File: src/rtl/logic_combiner_pipe.sv
// -----------------------------------------------------------------------------
// logic_combiner_pipe
//
// Two-stage pipelined bitwise combiner. NUM_IN vectors of WIDTH bits arrive
// packed on in_data and are reduced into one WIDTH-bit result. The operation
// (AND/OR/XOR/MAJ/NAND/NOR/XNOR) is chosen per beat by in_mode. Mode 7 is
// illegal and yields a zero result with out_err set. Both sides use
// valid/ready handshakes with full backpressure.
//
// Ports:
//   clk, rst_n          clock, asynchronous active-low reset
//   in_valid/in_ready   input handshake (in_ready forced low during reset)
//   in_data             packed vectors, vector k = in_data[k*WIDTH +: WIDTH]
//   in_mode             operation for this beat
//   out_valid/out_ready output handshake
//   out_data            combined result
//   out_parity          XOR-reduction of out_data
//   out_err             beat carried the illegal mode
//   clr_count           synchronous clear of op_count (wins over increment)
//   op_count            saturating count of completed output transfers
//
// NUM_IN is intended to lie in 2..16.
// -----------------------------------------------------------------------------
module logic_combiner_pipe #(
   parameter int WIDTH  = 8,
   parameter int NUM_IN = 3,
   parameter int CNT_W  = 16
) (
   input  logic                    clk,
   input  logic                    rst_n,
   input  logic                    in_valid,
   output logic                    in_ready,
   input  logic [NUM_IN*WIDTH-1:0] in_data,
   input  logic [2:0]              in_mode,
   output logic                    out_valid,
   input  logic                    out_ready,
   output logic [WIDTH-1:0]        out_data,
   output logic                    out_parity,
   output logic                    out_err,
   input  logic                    clr_count,
   output logic [CNT_W-1:0]        op_count
);

   typedef enum logic [2:0] {
      MODE_AND  = 3'd0,
      MODE_OR   = 3'd1,
      MODE_XOR  = 3'd2,
      MODE_MAJ  = 3'd3,
      MODE_NAND = 3'd4,
      MODE_NOR  = 3'd5,
      MODE_XNOR = 3'd6,
      MODE_ILL  = 3'd7
   } mode_e;

   // Stage 1 registers
   logic                    r_s1_valid;
   logic [NUM_IN*WIDTH-1:0] r_s1_data;
   mode_e                   r_s1_mode;

   // Stage 2 (output) registers
   logic                    r_s2_valid;
   logic [WIDTH-1:0]        r_out_data;
   logic                    r_out_parity;
   logic                    r_out_err;
   logic [CNT_W-1:0]        r_op_count;

   logic                    w_s2_adv;
   logic                    w_s1_adv;
   logic                    w_in_xfer;
   logic                    w_out_xfer;
   logic [WIDTH-1:0]        w_result;
   logic                    w_err;

   // Bitwise reduction of all vectors for the selected mode.
   function automatic logic [WIDTH-1:0] f_combine(
      input logic [NUM_IN*WIDTH-1:0] data,
      input mode_e                   mode
   );
      logic [WIDTH-1:0] v_and;
      logic [WIDTH-1:0] v_or;
      logic [WIDTH-1:0] v_xor;
      logic [WIDTH-1:0] v_maj;
      logic [WIDTH-1:0] v_res;
      int               ones;
      v_and = '1;
      v_or  = '0;
      v_xor = '0;
      v_maj = '0;
      for (int k = 0; k < NUM_IN; k++) begin
         v_and = v_and & data[k*WIDTH +: WIDTH];
         v_or  = v_or  | data[k*WIDTH +: WIDTH];
         v_xor = v_xor ^ data[k*WIDTH +: WIDTH];
      end
      // Strict majority: with an even NUM_IN a tie resolves to 0.
      for (int b = 0; b < WIDTH; b++) begin
         ones = 0;
         for (int k = 0; k < NUM_IN; k++) begin
            ones = ones + int'(data[k*WIDTH + b]);
         end
         v_maj[b] = (ones > NUM_IN / 2);
      end
      case (mode)
         MODE_AND:  v_res = v_and;
         MODE_OR:   v_res = v_or;
         MODE_XOR:  v_res = v_xor;
         MODE_MAJ:  v_res = v_maj;
         MODE_NAND: v_res = ~v_and;
         MODE_NOR:  v_res = ~v_or;
         MODE_XNOR: v_res = ~v_xor;
         default:   v_res = '0;
      endcase
      return v_res;
   endfunction

   // Each stage moves when its downstream slot is empty or being drained.
   // in_ready is therefore combinational from out_ready (no skid buffer).
   assign w_s2_adv   = !r_s2_valid || out_ready;
   assign w_s1_adv   = !r_s1_valid || w_s2_adv;
   assign in_ready   = rst_n && w_s1_adv;
   assign w_in_xfer  = in_valid && in_ready;
   assign w_out_xfer = r_s2_valid && out_ready;

   // NOTE: every variable assigned in always_comb gets a value on every path
   // (here a single unconditional assignment each), so no latch is inferred.
   always_comb begin
      w_result = f_combine(r_s1_data, r_s1_mode);
      w_err    = (r_s1_mode == MODE_ILL);
   end

   // NOTE: sequential state uses non-blocking assignments so every register
   // samples pre-edge values, independent of statement order.
   // NOTE: datapath registers are reset as well, so out_data/out_parity/
   // out_err read 0 after reset and nothing stale can leak out later.
   always_ff @(posedge clk or negedge rst_n) begin
      if (!rst_n) begin
         r_s1_valid <= 1'b0;
         r_s1_data  <= '0;
         r_s1_mode  <= MODE_AND;
      end else if (w_s1_adv) begin
         r_s1_valid <= in_valid;
         if (w_in_xfer) begin
            r_s1_data <= in_data;
            r_s1_mode <= mode_e'(in_mode);
         end
      end
   end

   // Output registers only change when a new beat moves in, which keeps them
   // stable while the consumer stalls.
   always_ff @(posedge clk or negedge rst_n) begin
      if (!rst_n) begin
         r_s2_valid   <= 1'b0;
         r_out_data   <= '0;
         r_out_parity <= 1'b0;
         r_out_err    <= 1'b0;
      end else if (w_s2_adv) begin
         r_s2_valid <= r_s1_valid;
         if (r_s1_valid) begin
            r_out_data   <= w_result;
            r_out_parity <= ^w_result;
            r_out_err    <= w_err;
         end
      end
   end

   // Saturating transfer counter; clear has priority over increment.
   always_ff @(posedge clk or negedge rst_n) begin
      if (!rst_n) begin
         r_op_count <= '0;
      end else if (clr_count) begin
         r_op_count <= '0;
      end else if (w_out_xfer && (r_op_count != {CNT_W{1'b1}})) begin
         r_op_count <= r_op_count + 1'b1;
      end
   end

   assign out_valid  = r_s2_valid;
   assign out_data   = r_out_data;
   assign out_parity = r_out_parity;
   assign out_err    = r_out_err;
   assign op_count   = r_op_count;

endmodule

File: config.mk
export PLATFORM = sky130hd
export DESIGN_NAME = logic_combiner_pipe
export DESIGN_NICKNAME = d
export VERILOG_FILES = /design/src/rtl/logic_combiner_pipe.sv
export SDC_FILE = /design/constraint.sdc
export NUM_CORES = 1
export LEC_CHECK = 0
export ABC_AREA = 1
export CORE_MARGIN = 8
export CORE_UTILIZATION = 55
export CTS_BUF_LIST = sky130_fd_sc_hd__clkbuf_16
export DETAILED_ROUTE_END_ITERATION = 16
export PLACE_DENSITY_LB_ADDON = 0.3
export SYNTH_ARGS = -nofsm -noshare
export SYNTH_HDL_FRONTEND = slang
export SYNTH_SLANG_ARGS = --single-unit
export TNS_END_PERCENT = 1
File: constraint.sdc
create_clock -name clk -period 3.6 [get_ports clk]
set_input_delay 0.54 -clock clk [delete_from_list [all_inputs] [get_ports clk]]
set_output_delay 0.54 -clock clk [all_outputs]
set_load 0.03 [all_outputs]
==> impl_results.md <==
* Status: completed
* Area of the core at 6790 um^2
* Yosys warns at 0
* Total global routing overflow at 0
* Initial antenna violation count at 0
* Slew HR at 0.454
* Average cell area after synthesis at 7.17 um^2
* Pleak at 2.30 nW
* Met1 Wirelength at 3810 um
* RSZ-0062 raised after global routing: no
* Cts hold-fix bufs at 0
* Max FO, Critical Path at 2
* Non-filler cells, final at 686
* Layout cells sized above 1 at 0.0627
* Cell Rows at 30
* Worst hold path type: in2async
* Vias in the first global route at 3,413
* Crit start category: input port
* Highest Signal Layer: met4
* Mapped Nets at 593
* CP Capture Point: in_ready
* Worst R2R Setup Slack at 1.37 ns
* VDD IR max at 231 uV
* DP Area at 4460 um^2
* Clock skew at 0.00278 ns
* Max_cap viols at 0
* First-pass iteration count of the detailed router at 5
* Synth unique cells at 31
* Via count at 3,552
* Ys async rst share at 1.00
* FF-to-FF Start: r_s1_mode[1]
* Syn Inst Count at 536
* Routed wl met2 at 4230 um
* DP HPWL at 6650 um
* Clk_lat worst skew at 0.29 ns
* Sequential area share after synthesis at 0.358
* Number of enable flip-flop cells after synthesis at 0
* Pin count of the biggest net entering global routing at 56
* Worst Setup End Kind: output pin
* First-iteration detailed-routing DRC count at 143
* Postcts setup bufs at 0
* Worst slew pin tran at 0.819 ns
* Post-CTS sizing at 0
* Total track usage at 0.181
* Root Driver: clkbuf_16
* Drt total wl at 8650 um
* CTS Buf Count at 5
* Slew Limit Fails at 0
* Worst path required time at 3.06 ns
* # nets final at 646
* F_max at 403 MHz
* Max H-tree Level at 2
* Synthesis-stage register bit count at 55
* Synth Flop Type: dfrtp_1
* Placed cell count at 678
* Die X at 99.6 um
* ANT cells at 0
* Met3 wire length at 527 um
* Num ports at 60
* First-pass GRT wire length at 15,100 um
* Final Hold Viols at 0
* Clock slew at reported path FFs at 0.07 ns
* PortBufs at 59
* Crit path DAT at 1.94 ns
* Synthesized area at 3840 um^2
* Pwr per Cell Area at 489 nW/um^2
* Gpl congestion at 0.864
* P&R area growth vs syn at 19.8%
* Initial core utilization at 0.566
* Fin crit period at 2.48 ns
* Fin Setup TNS at 0 ns
* CTS Sinks at 55
* Crit. Startpoint: out_ready
* Final ANT Viol Nets at 0
* CTS tree: yes
* Worst reg2reg path depth at 13
* Die area at 9920 um^2
* Endpoints failing setup at 0
* Final period utilization at 0.689
* DRC errors left at 0
* CTS max path bufs at 2
* CP Class: in2out
* Chip Height at 99.6 um
* Worst R2R End: out_parity
* Wire per inst at 12.6 um
* Finished Cell Area at 4600 um^2
* DR vias/cell at 5.18
## cell usage after synthesis, types with 2 or more instances
master | n | share of area
fa_1 | 8 | 0.042
clkbuf_1 | 7 | 0.0068
nor2_2 | 6 | 0.0098
nand2_1 | 109 | 0.11
nor2_1 | 91 | 0.089
nor4_1 | 3 | 0.0049
dfrtp_1 | 55 | 0.36
buf_6 | 5 | 0.015
nand2_2 | 9 | 0.015
a21oi_1 | 38 | 0.049
buf_4 | 3 | 0.0059
nor2_4 | 2 | 0.0059
buf_2 | 2 | 0.0026
o21ai_0 | 21 | 0.027
inv_2 | 2 | 0.0020
inv_1 | 80 | 0.078
nand3b_1 | 2 | 0.0039
a31oi_1 | 2 | 0.0033
nand4_2 | 2 | 0.0065
nand4_1 | 18 | 0.029
nand3_1 | 38 | 0.049
nand3_4 | 2 | 0.0091
ha_1 | 17 | 0.055
nor3_1 | 7 | 0.0091
## critical path, cell delays in order
cell	delay, ns
clkdlybuf4s50_1	0.48
inv_1	0.06
nand3_1	0.08
nand2_1	0.05
inv_1	0.06
clkdlybuf4s50_1	0.67
## sequential cells by signal, summed over array words and instances (netlist names)
name / count
r_s1_valid: 1
out_parity: 1
r_s1_mode: 3
out_data: 8
out_err: 1
out_valid: 1
op_count: 16
r_s1_data: 24
## power breakdown
part	total [W]	internal, W	switching (W)
logic	0.000965	0.000361	0.000604
registers	0.000817	0.000718	0.0000982
clock network	0.000471	0.000254	0.000217
## routing by layer
layer  track usage  vias up
li1              -     1798
met1         0.230     1631
met2         0.304      114
met3        0.0363        9
met4        0.0512        0
met5             0        -
## how the worst min path moves through the flow
| stage | slack (ns) | end | cells after the start |
|---|---|---|---|
| after floorplan | 0.24 | op_count[0] | 0 |
| after global placement | 0.47 | out_data[0] | 2 |
| after detailed placement | 0.48 | out_data[1] | 2 |
| after CTS | 0.45 | op_count[7] | 2 |
| after global routing | 0.48 | op_count[9] | 2 |
| final | 0.39 | op_count[8] | 2 |
## cell type report
cell class	instances	area [um^2]
clock inverters	3	16.3
multi-input cells	381	2030
clock buffers	5	125
fillers	626	2190
repair buffers	63	616
inverters	83	317
flip-flops and latches	55	1380
well taps	96	120
## layout by cell type (no fill, tap or decap), types with 2 or more instances in the layout
| master | n |
|---|---|
| nand3b_1 | 2 |
| nand2_2 | 9 |
| buf_4 | 4 |
| nand2_1 | 109 |
| dfrtp_1 | 55 |
| nor2_2 | 6 |
| nand3_4 | 2 |
| clkdlybuf4s50_1 | 58 |
| nand4_2 | 2 |
| inv_2 | 2 |
| clkbuf_16 | 5 |
| nor2_4 | 2 |
| fa_1 | 8 |
| ha_1 | 17 |
| o21ai_0 | 21 |
| nor4_1 | 3 |
| inv_1 | 81 |
| a31oi_1 | 2 |
| nor3_1 | 7 |
| a21oi_1 | 38 |
| nand3_1 | 38 |
| nor2_1 | 91 |
| nand4_1 | 18 |
## per-stage QoR
| step | power [W] | util | setup slack [ns] | hold slack, ns |
|---|---|---|---|---|
| after detailed placement | 0.00179 | 0.657 | 1.13 | 0.478 |
| final | 0.00225 | 0.678 | 1.12 | 0.385 |
| after global placement | 0.00176 | 0.657 | 1.14 | 0.469 |
| after global routing | 0.00243 | 0.678 | 1.06 | 0.478 |
| after floorplan | 0.00151 | - | 1.68 | 0.244 |
| after CTS | 0.00227 | 0.678 | 1.12 | 0.453 |
## logic make-up after synthesis
kind of cell | synth area share
simple gates | 0.344
buf+inv | 0.112
compound gates | 0.0860
flops | 0.358
fa+ha+maj | 0.0970
xor+xnor | 0.00228
Note: power is estimated with default switching activity, not from simulation.
